[src/rtl/axi_bram_pkg.sv]
// Shared types and widths for the AXI read-data to BRAM write-data path.
package axi_bram_pkg;

    localparam int unsigned AXI_DW  = 32;
    localparam int unsigned BRAM_DW = 64;
    localparam int unsigned BRAM_AW = 14;

    typedef enum logic [1:0] {
        IDLE  = 2'd0,
        RECV  = 2'd1,
        FLUSH = 2'd2,
        DONE  = 2'd3
    } state_e;

    // Two 32-bit beats share one 64-bit BRAM word.
    function automatic logic [BRAM_AW-1:0] word_addr(input logic [BRAM_AW-1:0] beat_idx);
        return beat_idx >> 1;
    endfunction

endpackage

[src/rtl/beat_packer_32to64.sv]
// Packs pairs of 32-bit beats into 64-bit words; the first beat of a pair lands in [63:32].
module beat_packer_32to64
    import axi_bram_pkg::*;
(
    input  logic               clk_i,
    input  logic               rst_ni,
    input  logic               clear_i,
    input  logic               beat_valid_i,
    input  logic [AXI_DW-1:0]  beat_data_i,
    input  logic               flush_i,
    output logic               word_valid_o,
    output logic [BRAM_DW-1:0] word_data_o
);

    logic [AXI_DW-1:0]  half_hi_q;
    logic               odd_q;
    logic               word_valid_q;
    logic [BRAM_DW-1:0] word_data_q;

    always_ff @(posedge clk_i or negedge rst_ni) begin
        if (!rst_ni) begin
            half_hi_q    <= '0;
            odd_q        <= 1'b0;
            word_valid_q <= 1'b0;
            word_data_q  <= '0;
        end else begin
            word_valid_q <= 1'b0;
            if (clear_i) begin
                half_hi_q <= '0;
                odd_q     <= 1'b0;
            end else if (flush_i) begin
                // Unpaired trailing beat is written with a zero low half.
                word_valid_q <= 1'b1;
                word_data_q  <= {half_hi_q, {AXI_DW{1'b0}}};
                odd_q        <= 1'b0;
            end else if (beat_valid_i) begin
                if (odd_q) begin
                    word_valid_q <= 1'b1;
                    word_data_q  <= {half_hi_q, beat_data_i};
                end else begin
                    half_hi_q <= beat_data_i;
                end
                odd_q <= ~odd_q;
            end
        end
    end

    assign word_valid_o = word_valid_q;
    assign word_data_o  = word_data_q;

endmodule

[src/rtl/axi_rdata_2_bram_wdata.sv]
// Receives TOTAL_NUM AXI read beats per stage and writes them as 64-bit words to BRAM port A.
// Optional RLAST checking is enabled with `define RD_LAST_CHECK_EN.
module axi_rdata_2_bram_wdata
    import axi_bram_pkg::*;
#(
    parameter int unsigned TOTAL_NUM = 1536
) (
    input  logic               axi_ACLK,
    input  logic               axi_ARESETN,
    input  logic               stage_start,
    input  logic [AXI_DW-1:0]  read_data,
    input  logic               read_valid,
    input  logic               read_last,
    output logic               read_ready,
    output logic               bram_ena,
    output logic               bram_wea,
    output logic [BRAM_AW-1:0] bram_addra,
    output logic [BRAM_DW-1:0] bram_dina,
    output logic               stage_done,
    output logic               rd_err
);

    localparam logic [BRAM_AW-1:0] LastBeat  = BRAM_AW'(TOTAL_NUM - 1);
    localparam logic [BRAM_AW-1:0] FlushAddr = BRAM_AW'(TOTAL_NUM / 2);
    localparam bit                 TotalOdd  = (TOTAL_NUM % 2) == 1;

    state_e             state_q;
    logic [BRAM_AW-1:0] beat_cnt_q;
    logic [BRAM_AW-1:0] addr_q;
    logic               stage_start_q;
    logic               read_ready_q;
    logic               stage_done_q;
    logic               done_pending_q;

    logic               start_pulse;
    logic               accept;
    logic               abort;
    logic               pack_clear;
    logic               pack_flush;
    logic               word_valid;
    logic [BRAM_DW-1:0] word_data;

    assign start_pulse = stage_start & ~stage_start_q;
    // Gating on stage_start keeps a beat arriving in the abort cycle out of the packer.
    assign accept      = read_valid & read_ready_q & stage_start & (state_q == RECV);
    assign abort       = ~stage_start & ((state_q == RECV) | (state_q == FLUSH));
    assign pack_clear  = ((state_q == IDLE) & start_pulse) | abort;
    assign pack_flush  = (state_q == FLUSH) & stage_start;

    always_ff @(posedge axi_ACLK or negedge axi_ARESETN) begin
        if (!axi_ARESETN) begin
            state_q        <= IDLE;
            beat_cnt_q     <= '0;
            addr_q         <= '0;
            stage_start_q  <= 1'b0;
            read_ready_q   <= 1'b0;
            stage_done_q   <= 1'b0;
            done_pending_q <= 1'b0;
        end else begin
            stage_start_q <= stage_start;
            stage_done_q  <= 1'b0;
            unique case (state_q)
                IDLE: begin
                    if (start_pulse) begin
                        state_q        <= RECV;
                        beat_cnt_q     <= '0;
                        read_ready_q   <= 1'b1;
                        done_pending_q <= 1'b0;
                    end
                end
                RECV: begin
                    if (!stage_start) begin
                        state_q      <= IDLE;
                        read_ready_q <= 1'b0;
                    end else if (accept) begin
                        beat_cnt_q <= beat_cnt_q + 1'b1;
                        if (beat_cnt_q[0]) begin
                            addr_q <= word_addr(beat_cnt_q);
                        end
                        if (beat_cnt_q == LastBeat) begin
                            read_ready_q   <= 1'b0;
                            state_q        <= TotalOdd ? FLUSH : DONE;
                            done_pending_q <= !TotalOdd;
                        end
                    end
                end
                FLUSH: begin
                    if (!stage_start) begin
                        state_q <= IDLE;
                    end else begin
                        addr_q         <= FlushAddr;
                        state_q        <= DONE;
                        done_pending_q <= 1'b1;
                    end
                end
                DONE: begin
                    // Pulse lands in the cycle after the final write strobe.
                    stage_done_q   <= done_pending_q;
                    done_pending_q <= 1'b0;
                    if (!stage_start) begin
                        state_q <= IDLE;
                    end
                end
                default: state_q <= IDLE;
            endcase
        end
    end

    beat_packer_32to64 u_packer (
        .clk_i        (axi_ACLK),
        .rst_ni       (axi_ARESETN),
        .clear_i      (pack_clear),
        .beat_valid_i (accept),
        .beat_data_i  (read_data),
        .flush_i      (pack_flush),
        .word_valid_o (word_valid),
        .word_data_o  (word_data)
    );

`ifdef RD_LAST_CHECK_EN
    logic rd_err_q;

    always_ff @(posedge axi_ACLK or negedge axi_ARESETN) begin
        if (!axi_ARESETN) begin
            rd_err_q <= 1'b0;
        end else if ((state_q == IDLE) && start_pulse) begin
            rd_err_q <= 1'b0;
        end else if (accept && (read_last != (beat_cnt_q == LastBeat))) begin
            rd_err_q <= 1'b1;
        end
    end

    assign rd_err = rd_err_q;
`else
    logic unused_read_last;
    assign unused_read_last = read_last;
    assign rd_err           = 1'b0;
`endif

    assign read_ready = read_ready_q;
    assign bram_ena   = word_valid;
    assign bram_wea   = word_valid;
    assign bram_addra = addr_q;
    assign bram_dina  = word_data;
    assign stage_done = stage_done_q;

endmodule

[config.mk]
export PLATFORM = sky130hd
export DESIGN_NAME = axi_rdata_2_bram_wdata
export DESIGN_NICKNAME = d
export VERILOG_FILES = /design/src/rtl/axi_bram_pkg.sv /design/src/rtl/beat_packer_32to64.sv /design/src/rtl/axi_rdata_2_bram_wdata.sv
export SDC_FILE = /design/constraint.sdc
export NUM_CORES = 1
export LEC_CHECK = 0
export BUFFER_PORTS_ARGS = -buffer_cell sky130_fd_sc_hd__buf_2
export CAP_MARGIN = 20
export CORE_AREA = 3 3 87 130
export DETAILED_ROUTE_END_ITERATION = 7
export DIE_AREA = 0 0 90 133
export GPL_TIMING_DRIVEN = 0
export PLACE_DENSITY = 0.78
export SYNTH_ARGS = -nofsm -noshare
export SYNTH_HDL_FRONTEND = slang
export SYNTH_SLANG_ARGS = --single-unit
[constraint.sdc]
create_clock -name axi_ACLK -period 2.45 [get_ports axi_ACLK]
set_input_delay 0 -clock axi_ACLK [delete_from_list [all_inputs] [get_ports axi_ACLK]]
set_output_delay 0 -clock axi_ACLK [all_outputs]
set_load 0.005 [all_outputs]
==> results.md, run 1 <==
- Post-synth cell types: 48
- Io pins: 120
- Worst Setup End Kind: register
- Post-route cell area: 0.00724 sq mm
- First-pass GRT wire length: 23.4 mm
- Pwr per Cell Area: 1140 mW/mm^2
- Synth Instances: 461
- Hold Fails Final Rpt: 0
- Post-synth EDFFs: 0
- Worst Max-Slew Pin Slew: 0.620 ns
- P&R area growth vs syn: 31.7%
- Initial antenna violation count: 0
- Share of cells above drive strength 1: 32.4%
- Worst-Skew Late Latency: 0.41 ns
- Final nets: 674
- N_diodes: 0
- CTS max path bufs: 2
- Yosys top cell by area: dfrtp_1
- Via density: 5.63
- Die Wd: 90 um
- Status: completed
- GRT overflow: 0
- Placed Cells incl. Taps: 720
- Setup bufs post-CTS: 0
- VDD IR max: 0.000709 V
- Worst Skew: 0.00677 ns
- Slew margin rel.: 58.2%
- Root Driver: clkbuf_16
- Worst Path Max Fanout: 10
- TNS Setup: 0 ns
- Final setup fails: 0
- Post-synth top area share: 59.6%
- Die Y-Extent: 133 um
- DR DRC count: 0
- Share of flip-flops with an asynchronous set or reset: 100%
- Fin crit share: 93.8%
- Crit-path max cell delay: 0.42 ns
- Critical path startpoint category: register
- Buffers & Inverters on Critical Path: 3
- Leakage: 3.71 nW
- H-tree depth: 4
- Wire per inst: 17.8 um
- Peak Freq: 0.435 GHz
- Routed via count: 4429
- CTS Buf Count: 17
- Vias in the first global route: 4746
- Max-cap violations: 0
- Die ar.: 0.0120 sq mm
- Crit path arrival time: 2.64 ns
- Filler cell count: 691
- Top FF cell, synth: dfrtp_1
- Placer congestion estimate: 0.865
- Core area: 0.0102 sq mm
- Setup CP Type: register to register
- RSZ-0062 raised after global routing: false
- Port Buffers: 116
- Mapped Avg Cell Area: 11.9 sq um
- Critical Path RT: 2.79 ns
- Post-layout min period: 2.30 ns
- Sequential area share after synthesis: 59.6%
- CTS sink cnt: 131
- Pin count of the biggest net entering global routing: 95
- TritonCTS clock tree: yes
- Area post-placement: 0.00629 sq mm
- Antenna-violating nets left: 0
- FF+latch count, synth: 131
- Synthesis Warnings: 0
- Synth area leaders: dfrtp_1, a22o_1, nand2_1
- Drt pass-1 iters: 5
- Synth cell count leaders: dfrtp_1, nand2_1, a21oi_1, a22o_1
- Starting Density: 53.7%
- Row count: 45
- Max-slew violations: 0
- Family with the most delay on the worst path: buffers and inverters
- Most common cell in the netlist: dfrtp_1
- Clock Pin Slew Worst Setup and Hold Paths: 0.06 ns
- Final wirelength: 14.0 mm
- GRT Util Overall: 24.5%
- Layout Cells excl Fill: 786
- Drt initial violations: 308
- DP HPWL: 9.00 mm
- Crit-path cells: inv_1 > ha_1 > nand3_1 > nor4_1 > and2_1 > clkbuf_1 > buf_2 > a22o_1
- Min-Delay Path Class: input port to asynchronous set/reset pin
- Crit-path slowest cell: dfrtp_1
- Cell area after synthesis: 0.00550 sq mm
[power by group]
group / switching [mW] / internal (mW)
sequential: 0.452 / 2.84
clock: 0.907 / 1.67
combinational: 1.22 / 1.18
total: 2.58 / 5.69
[routing by layer]
| layer | share of wire [%] | wire length (um) | global-route usage, % |
|---|---|---|---|
| met5 | 0 | 0 | 0 |
| met4 | 3.4 | 475 | 11.4 |
| met3 | 5.1 | 711 | 6.31 |
| met2 | 53 | 7460 | 43.4 |
| met1 | 38 | 5370 | 27.3 |
[cell families after synthesis]
kind of cell,count (synthesis),share of synthesized area (%)
AND/OR/NAND/NOR,132,12.2
flip-flops,131,59.6
AO/OA/AOI/OAI,113,14.4
buffers and inverters,42,3.94
multiplexers,34,8.12
adder cells (fa/ha/maj),5,1.14
XOR/XNOR,3,0.478
other,1,0.0682
[path summary, 6_finish.rpt]
path                       slack (ns)  depth (start not counted)                       end           start
max                              0.15                          8  u_packer.word_data_o[18]      state_q[1]
min                              0.06                          2  u_packer.word_data_o[35]     axi_ARESETN
max reg2reg                      0.15                          8  u_packer.word_data_o[18]      state_q[1]
min reg2reg                      0.49                          1                stage_done  done_pending_q
max in group asynchronous        1.64                          3            bram_addra[12]     axi_ARESETN
min in group axi_ACLK            0.19                          5    u_packer.half_hi_q[31]      read_valid
[metrics by stage]
stage / utilization [%] / total power [mW] / hold WS, ns / worst slack, ns
4_1_cts: 70.6 / 8.26 / 0.0573 / 0.169
2_1_floorplan: - / 4.59 / -0.296 / 0.489
3_3_place_gp: 61.1 / 5.49 / 0.126 / -0.191
5_1_grt: 70.6 / 8.69 / 0.0813 / 0.0312
3_5_place_dp: 61.4 / 5.61 / -0.0736 / 0.204
6_report: 70.6 / 8.26 / 0.0571 / 0.153
[worst reg2reg max path: cells and delay by family (launching register included)]
kind / cells / cell delay [ns]
and+or+nand+nor: 3 / 0.66
buffers and inverters: 3 / 0.67
DFF: 1 / 0.42
adders and majority gates: 1 / 0.29
AOI/OAI and AO/OA: 1 / 0.20
[sequential cells by signal, summed over array words and instances (netlist names)]
| register | count |
|---|---|
| done_pending_q | 1 |
| beat_cnt_q | 14 |
| stage_done | 1 |
| u_packer.word_valid_o | 1 |
| u_packer.half_hi_q | 32 |
| bram_addra | 13 |
| state_q | 2 |
| stage_start_q | 1 |
| u_packer.odd_q | 1 |
| u_packer.word_data_o | 64 |
| read_ready | 1 |
[layout by cell type, fill, tap and decap left out, drive strengths merged, types with 2 or more instances in the layout]
master	instances
and4	3
clkinvlp	2
ha	5
a21boi	2
nand2b	3
a21oi	46
clkbuf	32
or3	5
nand2	76
and3	3
mux2	34
and2	2
inv	10
o31ai	6
nor4bb	2
conb	2
or4	7
nor3b	2
nand4	9
nand3	6
buf	139
dlygate4sd3	34
nor2b	2
xor2	2
bufinv	3
clkinv	5
a22o	44
nor2	6
dfrtp	131
nor4	2
o21ai	6
[area by class of cell]
class	count	area, sq um	share of cell area [%]
timing repair buffer	151	955	13.2
tap	141	176	2.44
clock inverter	10	130	1.80
clock buffer	22	474	6.55
sequential	131	3280	45.3
buffer	32	180	2.49
inverter	10	37.5	0.519
multi-input combinational	289	2010	27.7
[what timing repair did]
action                                 CTS  global route
endpoints found under the hold margin  196             0
gates resized for setup                  0             2
setup endpoints to repair                0            10
hold buffers                            34             0
Power figures use the tool's default switching activity.
==> run 2: changes to the inputs <==
--- a/config.mk
+++ b/config.mk
@@ -7,11 +7,11 @@
 export LEC_CHECK = 0
 export BUFFER_PORTS_ARGS = -buffer_cell sky130_fd_sc_hd__buf_2
 export CAP_MARGIN = 20
-export CORE_AREA = 3 3 87 130
+export CORE_AREA = 3 3 85 128
 export DETAILED_ROUTE_END_ITERATION = 7
-export DIE_AREA = 0 0 90 133
+export DIE_AREA = 0 0 88 131
 export GPL_TIMING_DRIVEN = 0
-export PLACE_DENSITY = 0.78
+export PLACE_DENSITY = 0.81
 export SYNTH_ARGS = -nofsm -noshare
 export SYNTH_HDL_FRONTEND = slang
 export SYNTH_SLANG_ARGS = --single-unit
==> constraint.sdc (replaced) <==
create_clock -name axi_ACLK -period 2.86 [get_ports axi_ACLK]
set_input_delay 0 -clock axi_ACLK [delete_from_list [all_inputs] [get_ports axi_ACLK]]
set_output_delay 0 -clock axi_ACLK [all_outputs]
set_load 0.01 [all_outputs]
==> run 2 against run 1 <==
  * Cell area shrank 0.38%
  * Wire length increased by 3.5%
  * Highest routed layer unchanged
  * Global-route usage rose by 1.3 points
  * Power fell by 12%
  * Sequential power is 14% lower
  * Largest cell class unchanged
==> results.md, run 2 (synthesized netlist as in run 1, its figures left out) <==
- GRT overflow: 0 (unchanged)
- H-tree depth: 4 (unchanged)
- Max-slew violations: 0 (unchanged)
- Die ar.: 0.0115 sq mm (-3.7%)
- Util after Layout: 72.4% (+1.7 points)
- CTS Buf Count: 17 (unchanged)
- Placer congestion estimate: 0.852 (-1.5%)
- Family with the most delay on the worst path: simple AND/OR/NAND/NOR gates
- Worst Path Max Fanout: 10 (unchanged)
- Final setup fails: 0 (unchanged)
- Min-Delay Path Class: input port to asynchronous set/reset pin
- Antenna-violating nets left: 0 (unchanged)
- Worst-Skew Late Latency: 0.41 ns (about the same)
- Filler cell count: 648 (-6.2%)
- Crit path arrival time: 2.68 ns (+0.04 ns)
- Crit-path slowest cell: nor3b_1
- Worst Setup Slack, final: 0.447 ns (+0.295 ns)
- Worst Skew: 0.00757 ns (+0.000799 ns)
- Status: completed
- Routed via count: 4416 (-0.29%)
- Die Wd: 88 um (-2.2%)
- Root Driver: clkbuf_16
- DR DRC count: 0 (unchanged)
- Final wirelength: 14.5 mm (+3.5%)
- First-pass GRT wire length: 22.7 mm (-3.1%)
- Pin count of the biggest net entering global routing: 81 (-15%)
- Initial antenna violation count: 0 (unchanged)
- Most frequent cells in the layout: dfrtp_1, buf_2, nand2_1, a21oi_1, a22o_1
- Critical path startpoint category: register
- CTS max path bufs: 2 (unchanged)
- CTS Hold Bufs: 34 (unchanged)
- Hold Fails Final Rpt: 0 (unchanged)
- Critical Path RT: 3.13 ns (+0.34 ns)
- Port Buffers: 116 (unchanged)
- Vias in the first global route: 4531 (-4.5%)
- RSZ-0062 raised after global routing: false
- P&R area growth vs syn: 31.2%
- Placed Cells incl. Taps: 696 (-3.3%)
- Fin crit share: 84.4% (-9.4 points)
- TritonCTS clock tree: yes
- Cts repair resizes: 0 (unchanged)
- Clock Pin Slew Worst Setup and Hold Paths: 0.06 ns (about the same)
- Slew margin rel.: 56.4% (-1.8 points)
- Total power draw: 7.28 mW (-12%)
- Hold WS: 0.105 ns (+0.0483 ns)
- Share of cells above drive strength 1: 32.6% (+0.16 points)
- Wire per inst: 19.0 um (+6.8%)
- Starting Density: 55.2% (+1.5 points)
- Leakage: 3.70 nW (-0.35%)
- Final nets: 674 (unchanged)
- Crit-path cells: inv_1 > ha_1 > nor2b_1 > nor3b_1 > clkbuf_1 > nor2_1
- Worst Max-Slew Pin Slew: 0.653 ns (+0.0328 ns)
- Crit-path max cell delay: 0.59 ns (+0.17 ns)
- Row count: 45 (unchanged)
- Dpl ws: 0.587 ns (+0.383 ns)
- Peak Freq: 0.414 GHz (-4.8%)
- Pwr per Cell Area: 1010 mW/mm^2 (-12%)
- Drt initial violations: 263 (-15%)
- Buffers & Inverters on Critical Path: 2 (-1)
- GRT Util Overall: 25.8% (+1.3 points)
- Layout Cells excl Fill: 762 (-3.1%)
- Die Y-Extent: 131 um (-1.5%)
- Setup bufs post-CTS: 0 (unchanged)
- Drt pass-1 iters: 4 (-1)
- Core area: 0.00997 sq mm (-2.7%)
- Via density: 5.80 (+2.8%)
- VDD IR max: 0.000570 V (-20%)
- Io pins: 120 (unchanged)
- TNS Setup: 0 ns (unchanged)
- Post-layout min period: 2.41 ns (+0.115 ns)
- DP HPWL: 9.33 mm (+3.7%)
- Max-cap violations: 0 (unchanged)
- Post-route cell area: 0.00721 sq mm (-0.38%)
- Worst Setup End Kind: register
- Area post-placement: 0.00626 sq mm (-0.48%)
- N_diodes: 0 (unchanged)
- Setup CP Type: register to register
- CTS sink cnt: 131 (unchanged)
- Commonest non-fill, non-tap cell in the layout: dfrtp_1
- Number of flip-flops in the largest register: 64 (unchanged)
[run 2: cell types whose count changed in the layout (fill, tap and decap cells not counted)]
cell / change
clkbuf_1: -1
clkbuf_2: -1
clkbuf_8: -3
clkinv_2: -3
clkinv_4: +3
clkinvlp_4: +2
inv_6: +3
[run 2: path summary, 6_finish.rpt]
check | slack (ns) | to | startpoint | cells past startpoint
worst max-delay path | 0.45 | beat_cnt_q[4] | state_q[1] | 6
worst min-delay path | 0.11 | u_packer.word_data_o[1] | axi_ARESETN | 2
worst max register to register | 0.45 | beat_cnt_q[4] | state_q[1] | 6
worst min register to register | 0.49 | stage_done | done_pending_q | 1
max in group asynchronous | 2.00 | u_packer.word_data_o[49] | axi_ARESETN | 3
min in group axi_ACLK | 0.18 | bram_addra[12] | read_valid | 4
[run 2: final cells by class]
| class | instances | area [sq um] | share of cell area [%] |
|---|---|---|---|
| well taps | 117 | 146 | 2.03 |
| multi-input cells | 289 | 2010 | 27.8 |
| inverters | 10 | 37.5 | 0.521 |
| flip-flops and latches | 131 | 3280 | 45.5 |
| plain buffers | 32 | 179 | 2.48 |
| clock buffers | 17 | 425 | 5.90 |
| clock inverters | 15 | 183 | 2.53 |
| repair buffers | 151 | 955 | 13.2 |
[run 2: report_power, final]
part           leakage, nW  internal [mW]  switching, mW
sequential            1.79           2.43          0.399
combinational         1.62           1.02           1.23
clock                0.286           1.38          0.832
[run 2: metal layers]
metal  global-route usage (%)  part of all wire [%]  up-vias
met4                     10.3                   2.9        0
met1                     28.4                    37     2221
met5                        0                     0        -
met3                     6.34                   4.9       40
met2                     46.8                    55      168
li1                         -                     -     1987
[run 2: worst register-to-register path: cells and delay by family, from the launching register on]
kind                       cells  cell delay [ns]
adders and majority gates      1             0.32
and+or+nand+nor                3             1.00
DFF                            1             0.43
buffers and inverters          2             0.54
==> run 3: changes to the inputs <==
--- a/config.mk
+++ b/config.mk
@@ -7,11 +7,11 @@
 export LEC_CHECK = 0
 export BUFFER_PORTS_ARGS = -buffer_cell sky130_fd_sc_hd__buf_2
 export CAP_MARGIN = 20
-export CORE_AREA = 3 3 85 128
+export CORE_AREA = 3 3 87 130
 export DETAILED_ROUTE_END_ITERATION = 7
-export DIE_AREA = 0 0 88 131
+export DIE_AREA = 0 0 90 133
 export GPL_TIMING_DRIVEN = 0
-export PLACE_DENSITY = 0.81
+export PLACE_DENSITY = 0.78
 export SYNTH_ARGS = -nofsm -noshare
 export SYNTH_HDL_FRONTEND = slang
 export SYNTH_SLANG_ARGS = --single-unit
==> constraint.sdc (replaced) <==
create_clock -name axi_ACLK -period 2.4 [get_ports axi_ACLK]
set_input_delay 0 -clock axi_ACLK [delete_from_list [all_inputs] [get_ports axi_ACLK]]
set_output_delay 0 -clock axi_ACLK [all_outputs]
set_load 0.01 [all_outputs]
==> run 3 against run 2 <==
  * Wire length shrank 3.6%
  * Hold slack worse by 0.050 ns
  * Non-clock buffer count unchanged
  * Largest cell class unchanged
  * Global-route usage fell by 1.3 points
  * Register-to-register slack worse by 0.34 ns
  * First-iteration DRC count rose by 27%
  * Core utilization decreased by 1.6 points
  * Clock power grew 19%
  * Combinational power is 18% higher
  * Clock skew is 0.0010 ns lower
==> results.md, run 3 (synthesized netlist as in run 1, its figures left out) <==
- Register share of total power: 38.8% (about the same)
- Pwr per Cell Area: 1190 mW/mm^2 (+18%)
- DR DRC count: 0 (unchanged)
- Total power draw: 8.65 mW (+19%)
- Critical Path RT: 2.75 ns (-0.38 ns)
- DP HPWL: 9.00 mm (-3.6%)
- Setup bufs post-CTS: 0 (unchanged)
- Via density: 5.64 (-2.7%)
- Worst r2r src: state_q[1]
- CTS max path bufs: 2 (unchanged)
- Max-cap violations: 0 (unchanged)
- GRT overflow: 0 (unchanged)
- Die ar.: 0.0120 sq mm (+3.8%)
- P&R area growth vs syn: 31.8%
- Io pins: 120 (unchanged)
- Crit path arrival time: 2.64 ns (-0.04 ns)
- Clock network power share: 30.5% (+0.2 points)
- N_diodes: 0 (unchanged)
- Fin crit share: 95.6% (+11 points)
- Wire per inst: 17.8 um (-6.5%)
- Worst-Skew Late Latency: 0.41 ns (about the same)
- Pin count of the biggest net entering global routing: 95 (+17%)
- VDD IR max: 0.000743 V (+30%)
- Placed Cells incl. Taps: 720 (+3.4%)
- H-tree depth: 4 (unchanged)
- Switching Fraction: 32.8% (-1.0 points)
- Port Buffers: 116 (unchanged)
- First-pass GRT wire length: 23.4 mm (+3.2%)
- CTS Buf Count: 17 (unchanged)
- Core area: 0.0102 sq mm (+2.8%)
- P_sw: 2.83 mW (+15%)
- Slew margin rel.: 59.2% (+2.9 points)
- Placer congestion estimate: 0.865 (+1.5%)
- Drt initial violations: 335 (+27%)
- Antenna-violating nets left: 0 (unchanged)
- Critical path startpoint category: register
- Worst Setup End Kind: register
- Reg2Reg Setup Slack: 0.11 ns (-0.34 ns)
- Initial antenna violation count: 0 (unchanged)
- Layout Cells excl Fill: 786 (+3.1%)
- RSZ-0062 raised after global routing: true
- GRT Util Overall: 24.5% (-1.3 points)
- Final wirelength: 14.0 mm (-3.6%)
- Worst Skew: 0.00657 ns (-0.00100 ns)
- Post-layout min period: 2.29 ns (-0.119 ns)
- R2R cell count: 8 (+2)
- Number of flip-flops in the largest register: 64 (unchanged)
- Logic pwr share: 30.7% (about the same)
- Leakage: 3.71 nW (+0.29%)
- Hold WS: 0.0551 ns (-0.0502 ns)
- Die Wd: 90 um (+2.3%)
- Die Y-Extent: 133 um (+1.5%)
- Vias in the first global route: 4746 (+4.7%)
- Drt pass-1 iters: 5 (+1)
- Status: completed
- Clock Pin Slew Worst Setup and Hold Paths: 0.06 ns (about the same)
- Share of cells above drive strength 1: 32.4% (-0.16 points)
- Final nets: 674 (unchanged)
- Util after Layout: 70.7% (-1.6 points)
- Row count: 45 (unchanged)
- Root Driver: clkbuf_16
- Commonest non-fill, non-tap cell in the layout: dfrtp_1
- Hold Fails Final Rpt: 0 (unchanged)
- Starting Density: 53.7% (-1.5 points)
- R2r endpoint: u_packer.word_data_o[18]
- Min-Delay Path Class: input port to asynchronous set/reset pin
- Setup CP Type: register to register
- Most frequent cells in the layout: dfrtp_1, buf_2, nand2_1, a21oi_1, a22o_1
- Worst Path Max Fanout: 10 (unchanged)
- Final setup fails: 0 (unchanged)
- Peak Freq: 0.436 GHz (+5.2%)
- P_int: 5.82 mW (+21%)
- CTS sink cnt: 131 (unchanged)
- TritonCTS clock tree: yes
- Routed via count: 4434 (+0.41%)
- Max-slew violations: 0 (unchanged)
- Worst Max-Slew Pin Slew: 0.605 ns (-0.0479 ns)
## run 3: cell count changes in the layout (fill, tap and decap cells not counted), sizes merged
cell | before | now
clkbuf | 27 | 35
clkinvlp | 4 | 2
buf | 139 | 136
inv | 13 | 10
## run 3: per-stage QoR
stage	TNS (ns)	cell area [sq um]	setup slack [ns]
3_5_place_dp	0	6290	0.154
3_3_place_gp	-30.30	6260	-0.241
2_1_floorplan	0	5500	0.437
5_1_grt	-0.0355	7250	-0.0229
6_report	0	7250	0.107
4_1_cts	0	7240	0.119
## run 3: final cells by class
| class | count | area, sq um |
|---|---|---|
| Clock buffer | 22 | 474 |
| Multi-Input combinational cell | 289 | 2010 |
| Inverter | 10 | 37.5 |
| Tap cell | 141 | 176 |
| Fill cell | 688 | 3000 |
| Timing Repair Buffer | 151 | 955 |
| Clock inverter | 10 | 130 |
| Buffer | 32 | 188 |
| Sequential cell | 131 | 3280 |
## run 3: power by group through the flow
stage	clock network, mW	registers [mW]	logic (mW)
global placement	0	3.32	2.50
CTS	2.66	3.33	2.66
detailed placement	0	3.35	2.59
global route	2.76	3.43	2.90
finish	2.63	3.36	2.66
floorplan	0	3.53	1.36
## run 3: timing repair
action                     4_1_cts  5_1_grt
hold buffers                    34        0
resized for setup                0        5
setup endpoints to repair        0       14
hold endpoints to repair       196        0
## run 3: metal layers
layer	global-route usage [%]	vias to the layer above	share of wire, %	routed length, um
li1	-	1995	-	-
met1	27.3	2219	38	5330
met2	43.4	182	54	7540
met3	6.31	38	5.1	708
met4	11.4	0	2.9	408
met5	0	-	0	0
## run 3: worst max-delay path by stage
stage | cells after the start | startpoint | to | slack [ns]
finish | 8 | state_q[1] | u_packer.word_data_o[18] | 0.11
detailed placement | 6 | state_q[1] | beat_cnt_q[2] | 0.15
global placement | 1 | axi_ARESETN | u_packer.word_data_o[49] | -0.24
global route | 8 | state_q[1] | u_packer.word_data_o[18] | -0.02
floorplan | 8 | state_q[0] | u_packer.word_data_o[52] | 0.44
CTS | 6 | state_q[1] | beat_cnt_q[2] | 0.12
## run 3: worst max-delay path, cell delays in order (launching register included)
cell and delay (ns):
dfrtp_1 0.42, inv_1 0.10, ha_1 0.29, nand3_1 0.21, nor4_1 0.28, and2_1 0.17
clkbuf_1 0.29, clkbuf_4 0.30, a22o_1 0.18
